File: config.mk
export PLATFORM = sky130hd
export DESIGN_NAME = fetch_unit
export DESIGN_NICKNAME = d
export VERILOG_FILES = /design/src/rtl/riscv_pkg.sv /design/src/rtl/fetch_queue.sv /design/src/rtl/fetch_unit.sv
export SDC_FILE = /design/constraint.sdc
export NUM_CORES = 1
export LEC_CHECK = 0
export BUFFER_PORTS_ARGS = -buffer_cell sky130_fd_sc_hd__buf_2
export CAP_MARGIN = 20
export CORE_ASPECT_RATIO = 0.75
export CORE_MARGIN = 5
export CORE_UTILIZATION = 50
export CTS_CLUSTER_DIAMETER = 40
export DETAILED_ROUTE_END_ITERATION = 12
export PLACE_DENSITY_LB_ADDON = 0.1
export REMOVE_ABC_BUFFERS = 1
export SLEW_MARGIN = 10
export SYNTH_ARGS = -nofsm -noshare
export SYNTH_HDL_FRONTEND = slang
export SYNTH_SLANG_ARGS = --single-unit
File: constraint.sdc
create_clock -name clk -period 5.2 [get_ports clk]
set_input_delay 0.26 -clock clk [delete_from_list [all_inputs] [get_ports clk]]
set_output_delay 0.26 -clock clk [all_outputs]
set_load 0.05 [all_outputs]
File: src/rtl/riscv_pkg.sv
// Shared definitions for the instruction fetch path.
//   XLEN          - architectural register / address width
//   NOP_INSTR     - canonical RV32I no-op (addi x0, x0, 0)
//   INSTR_BYTES   - PC stride between sequential instructions
//   fetch_entry_t - one fetched instruction together with its PC
//   align_word    - clears the two low address bits (word alignment)
package riscv_pkg;

  localparam int unsigned      XLEN        = 32;
  localparam logic [XLEN-1:0]  NOP_INSTR   = 32'h0000_0013;
  localparam logic [XLEN-1:0]  INSTR_BYTES = 32'd4;

  typedef struct packed {
    logic [XLEN-1:0] pc;
    logic [XLEN-1:0] instr;
  } fetch_entry_t;

  function automatic logic [XLEN-1:0] align_word(input logic [XLEN-1:0] addr);
    return {addr[XLEN-1:2], 2'b00};
  endfunction

endpackage

File: src/rtl/fetch_queue.sv
// Small circular FIFO holding fetched {pc, instr} pairs between fetch and decode.
//   clk          - clock, rising edge
//   rst          - synchronous active-high reset; clears pointers, count and entries
//   flush_i      - empties the queue (pointers and count to zero); loses to rst
//   push_i       - write push_pc_i/push_instr_i at the tail (accepted if not full or popping)
//   push_pc_i    - PC of the entry being pushed
//   push_instr_i - instruction of the entry being pushed
//   pop_i        - advance the head (ignored when empty)
//   full_o       - count equals DEPTH
//   valid_o      - count is non-zero
//   head_pc_o    - PC of the head entry
//   head_instr_o - instruction of the head entry
module fetch_queue
  import riscv_pkg::*;
#(
  parameter int unsigned DEPTH = 2
) (
  input  logic            clk,
  input  logic            rst,
  input  logic            flush_i,
  input  logic            push_i,
  input  logic [XLEN-1:0] push_pc_i,
  input  logic [XLEN-1:0] push_instr_i,
  input  logic            pop_i,
  output logic            full_o,
  output logic            valid_o,
  output logic [XLEN-1:0] head_pc_o,
  output logic [XLEN-1:0] head_instr_o
);

  localparam int unsigned PtrW = (DEPTH > 1) ? $clog2(DEPTH) : 1;
  localparam int unsigned CntW = $clog2(DEPTH + 1);

  fetch_entry_t        entries_q [DEPTH];
  fetch_entry_t        entries_d [DEPTH];
  logic [PtrW-1:0]     wr_ptr_q, wr_ptr_d;
  logic [PtrW-1:0]     rd_ptr_q, rd_ptr_d;
  logic [CntW-1:0]     count_q,  count_d;
  logic                do_push, do_pop;

  // Pointers wrap modulo DEPTH, which need not be a power of two.
  function automatic logic [PtrW-1:0] ptr_inc(input logic [PtrW-1:0] p);
    return (p == PtrW'(DEPTH - 1)) ? '0 : p + 1'b1;
  endfunction

  assign full_o       = (count_q == CntW'(DEPTH));
  assign valid_o      = (count_q != '0);
  assign head_pc_o    = entries_q[rd_ptr_q].pc;
  assign head_instr_o = entries_q[rd_ptr_q].instr;

  assign do_pop  = pop_i && valid_o;
  // When full, a simultaneous pop frees the slot the push lands in.
  assign do_push = push_i && (!full_o || do_pop);

  always_comb begin
    entries_d = entries_q;
    wr_ptr_d  = wr_ptr_q;
    rd_ptr_d  = rd_ptr_q;
    count_d   = count_q;
    if (flush_i) begin
      wr_ptr_d = '0;
      rd_ptr_d = '0;
      count_d  = '0;
    end else begin
      if (do_push) begin
        entries_d[wr_ptr_q] = '{pc: push_pc_i, instr: push_instr_i};
        wr_ptr_d            = ptr_inc(wr_ptr_q);
      end
      if (do_pop) begin
        rd_ptr_d = ptr_inc(rd_ptr_q);
      end
      case ({do_push, do_pop})
        2'b10:   count_d = count_q + 1'b1;
        2'b01:   count_d = count_q - 1'b1;
        default: count_d = count_q;
      endcase
    end
  end

  always_ff @(posedge clk) begin
    if (rst) begin
      wr_ptr_q <= '0;
      rd_ptr_q <= '0;
      count_q  <= '0;
      // Reset contents make the head read back as {0, NOP} out of reset.
      for (int i = 0; i < int'(DEPTH); i++) begin
        entries_q[i] <= '{pc: '0, instr: NOP_INSTR};
      end
    end else begin
      wr_ptr_q  <= wr_ptr_d;
      rd_ptr_q  <= rd_ptr_d;
      count_q   <= count_d;
      entries_q <= entries_d;
    end
  end

endmodule

File: src/rtl/fetch_unit.sv
// Instruction fetch stage: owns the PC, reads a combinational instruction memory and
// buffers fetched instructions in a small queue in front of decode.
//   clk            - clock, rising edge
//   rst            - synchronous active-high reset (PC to RESET_PC, queue emptied)
//   imem_addr      - byte address presented to instruction memory (the PC)
//   imem_instr     - instruction word at imem_addr, valid in the same cycle
//   redirect_valid - branch/jump redirect; flushes the queue and reloads the PC
//   redirect_pc    - redirect target (low two bits ignored)
//   out_valid      - queue head holds a fetched instruction
//   out_ready      - decode accepts the head this cycle
//   out_pc         - PC of the head entry
//   out_instr      - instruction of the head entry
module fetch_unit
  import riscv_pkg::*;
#(
  parameter logic [31:0] RESET_PC = 32'h0000_0000,
  parameter int unsigned DEPTH    = 2
) (
  input  logic        clk,
  input  logic        rst,
  output logic [31:0] imem_addr,
  input  logic [31:0] imem_instr,
  input  logic        redirect_valid,
  input  logic [31:0] redirect_pc,
  output logic        out_valid,
  input  logic        out_ready,
  output logic [31:0] out_pc,
  output logic [31:0] out_instr
);

  logic [XLEN-1:0] pc_q, pc_d;
  logic            q_full;
  logic            q_valid;
  logic            pop;
  logic            push;

  assign imem_addr = pc_q;
  assign out_valid = q_valid;

  // A redirect squashes both the handshake and the fetch of this cycle; decode is
  // responsible for discarding whatever it saw at the head.
  assign pop  = q_valid && out_ready && !redirect_valid;
  assign push = !redirect_valid && (!q_full || pop);

  always_comb begin
    pc_d = pc_q;
    if (redirect_valid) begin
      pc_d = align_word(redirect_pc);
    end else if (push) begin
      pc_d = pc_q + INSTR_BYTES;  // wraps modulo 2^32
    end
  end

  always_ff @(posedge clk) begin
    if (rst) begin
      pc_q <= RESET_PC;
    end else begin
      pc_q <= pc_d;
    end
  end

  fetch_queue #(
    .DEPTH (DEPTH)
  ) u_fetch_queue (
    .clk          (clk),
    .rst          (rst),
    .flush_i      (redirect_valid),
    .push_i       (push),
    .push_pc_i    (pc_q),
    .push_instr_i (imem_instr),
    .pop_i        (pop),
    .full_o       (q_full),
    .valid_o      (q_valid),
    .head_pc_o    (out_pc),
    .head_instr_o (out_instr)
  );

endmodule
==> flow_metrics.py <==
metrics = {
    "run_status": {
        "outcome": "complete, no violations",
    },
    "critical_path": {
        "required_ps": 5500,
        "crit_fanout": 56,
        "start_kind": "register",
        "crit_type": "register to register",
        "reg2reg_depth": 7,
        "cp-end-kind": "register",
        "crit_arrival_ps": 3410,
    },
    "floorplan": {
        "core_area_sq_um": 14300,
        "start_util": 0.503,
        "ios": 165,
        "dieArea_sq_um": 16900,
        "num_rows": 38,
        "fp.dieW_um": 149,
        "die_h_um": 114,
    },
    "route": {
        "vias_per_cell": 5.37,
        "vias": 5786,
        "detail_route.iter0.violations": 298,
        "final_antenna_net_count": 0,
        "drc": 0,
        "wl_per_cell_um": 16.3,
        "wl_um": 17600,
        "drtPass1Iterations": 5,
    },
    "sta": {
        "worst_pin_slew_ps": 959,
        "max-slew-margin-rel": 0.361,
        "setup_slack_ps": 2090,
        "fin_skew_ps": 8.79,
        "finalHoldViolations": 0,
        "drv_slew": 0,
        "fmax_mhz": 321,
        "finalSetupViolations": 0,
        "min_period_ps": 3110,
        "rsz0062_at_grt": "false",
        "period_share": 0.599,
    },
    "power": {
        "ir_drop_mv": 0.255,
        "power_density_nw_per_um2": 363,
        "power_mw": 3.16,
        "p_leak_nw": 3.69,
    },
    "grt": {
        "grt_start_max_net_pins": 98,
        "grt-ovfl-total": 0,
        "grt_usage": 0.208,
        "grt_pass1_wl_um": 28500,
        "antenna_found_initial": 3,
        "grt_pass1_vias": 5791,
    },
    "cts": {
        "cts_buffers": 17,
        "cts.repair.resized": 0,
        "post_cts_buffers": 0,
        "cts_tree": "yes",
        "cts_hold_buf": 0,
        "path_clk_slew_ps": 60,
        "clk_latency_ps": 420,
        "h-tree-depth": 4,
        "numClockSinks": 158,
        "clockBufferDepth": 2,
        "root_buffer": "clkbuf_16",
    },
    "synthesis": {
        "synthArstFlopShare": 0,
        "yosys_register_bits": 158,
        "yosysWarnings": 0,
        "yosysSeqAreaShare": 0.440,
        "synth_edf_count": 0,
        "synth_top_flop_cell": "dfxtp_1",
        "ys_types": 51,
        "syn_avg_cell_area_sq_um": 9.74,
        "netlist_area_sq_um": 7200,
        "syn-instance-count": 739,
    },
    "placed_design": {
        "place_area_sq_um": 8050,
        "preCtsSetupSlack_ps": 1960,
        "place.gp.congestion": 0.764,
        "place_hpwl_um": 11600,
        "dp_cells": 1042,
        "portBuffers": 158,
    },
    "hold_path": {
        "min_path_cells": 2,
        "hp-class": "input pin to register",
    },
    "job": {
        "maxCapViolCount": 0,
    },
    "cells_and_area": {
        "syn_to_final_growth_pct": 21.0,
        "final_area_sq_um": 8700,
        "final_core_util": 0.608,
        "drive_gt1_frac": 0.305,
        "finalNetCount": 934,
        "layout.cells.non_filler": 1078,
    },
}
cells in the final DEF, fill, tap and decap left out, types with 7 or more instances in the layout:
cell and instances:
nand4_1 11, a311oi_1 14, and3_1 9, and4_1 7, nor3_1 8, mux2i_1 119, mux2_2 62, clkbuf_16 17
nand2_1 15, nor2_1 148, a211oi_1 12, xnor2_1 9, nor2b_1 14, inv_1 12, a21oi_1 10, buf_2 157
a2111oi_0 8, dfxtp_1 157
flip-flops by register name, summed over array words and instances, names as in the netlist:
name and flops:
u_fetch_queue.rd_ptr_q 1, u_fetch_queue.entries_q 124, u_fetch_queue.count_q 2, u_fetch_queue.wr_ptr_q 1
imem_addr 30
Yosys cell counts (2+ instances only):
library cell / number / area share
o31ai_1: 4 / 0.0042
mux2i_1: 119 / 0.17
or4_1: 4 / 0.0042
nand3_1: 6 / 0.0042
a2111oi_1: 2 / 0.0028
a21oi_1: 10 / 0.0070
nand4_1: 11 / 0.0096
or3_1: 3 / 0.0026
nor2b_1: 14 / 0.012
nor3b_1: 3 / 0.0031
clkbuf_1: 32 / 0.017
buf_2: 17 / 0.012
nor4_1: 2 / 0.0017
a211oi_1: 13 / 0.014
nand3b_1: 2 / 0.0021
dfxtp_1: 158 / 0.44
a211o_1: 6 / 0.0073
buf_4: 4 / 0.0042
inv_1: 12 / 0.0063
mux2_2: 62 / 0.097
o21ai_0: 5 / 0.0035
nand2_1: 15 / 0.0078
nor2_1: 148 / 0.077
nor3_1: 8 / 0.0056
and4_1: 7 / 0.0085
ha_1: 3 / 0.0052
xnor2_1: 9 / 0.011
a2111oi_0: 8 / 0.0097
and3_1: 9 / 0.0078
a311oi_1: 14 / 0.017
buf_1: 9 / 0.0047
stage by stage:
step | hold slack (ps) | TNS (ps)
floorplan | 329 | -202820
global placement | 466 | 0
detailed placement | 479 | 0
CTS | 46.8 | 0
global route | 53.1 | 0
finish | 59.8 | 0
cell families (layout without fill, tap and decap cells):
| group | count (synthesis) | in the layout | share of synthesized area |
|---|---|---|---|
| and+or+nand+nor | 239 | 239 | 0.155 |
| muxes | 181 | 181 | 0.263 |
| DFF | 158 | 158 | 0.440 |
| buffers and inverters | 74 | 208 | 0.0436 |
| AOI/OAI and AO/OA | 73 | 73 | 0.0814 |
| xor gates and xnor gates | 10 | 10 | 0.0122 |
| adders and majority gates | 3 | 3 | 0.00522 |
| other | 1 | 6 | 0.000521 |
area by class of cell:
class / instances / area [sq um]
fill: 1218 / 5610
multi-input combinational: 510 / 3750
sequential: 158 / 3170
timing repair buffer: 164 / 848
clock buffer: 19 / 453
tap: 200 / 250
clock inverter: 13 / 186
inverter: 12 / 45.0
antenna: 2 / 5.00
critical path, cell delays in order, from the launching register on:
cell and delay (ps):
dfxtp_1 350, inv_1 70, ha_1 240, or3b_1 660, a211oi_4 840, buf_12 430
nor2b_1 100, a211o_1 280
power by group:
part           internal [mW]  switching [mW]
logic                  0.162           0.328
registers               1.27          0.0639
clock network          0.832           0.500
worst paths after layout:
check / endpoint / from / slack [ps]
worst max-delay path: u_fetch_queue.entries_q[68] / u_fetch_queue.count_q[0] / 2090
worst min-delay path: u_fetch_queue.entries_q[64] / imem_instr[0] / 60
worst max register to register: u_fetch_queue.entries_q[68] / u_fetch_queue.count_q[0] / 2090
worst min register to register: u_fetch_queue.entries_q[13] / u_fetch_queue.entries_q[13] / 490
layer usage:
layer / share of wire / track usage
met5: 0.00040 / 0
met4: 0.012 / 0.0671
met3: 0.062 / 0.0584
met2: 0.46 / 0.335
met1: 0.46 / 0.271
(Power assumes the default switching activity.)
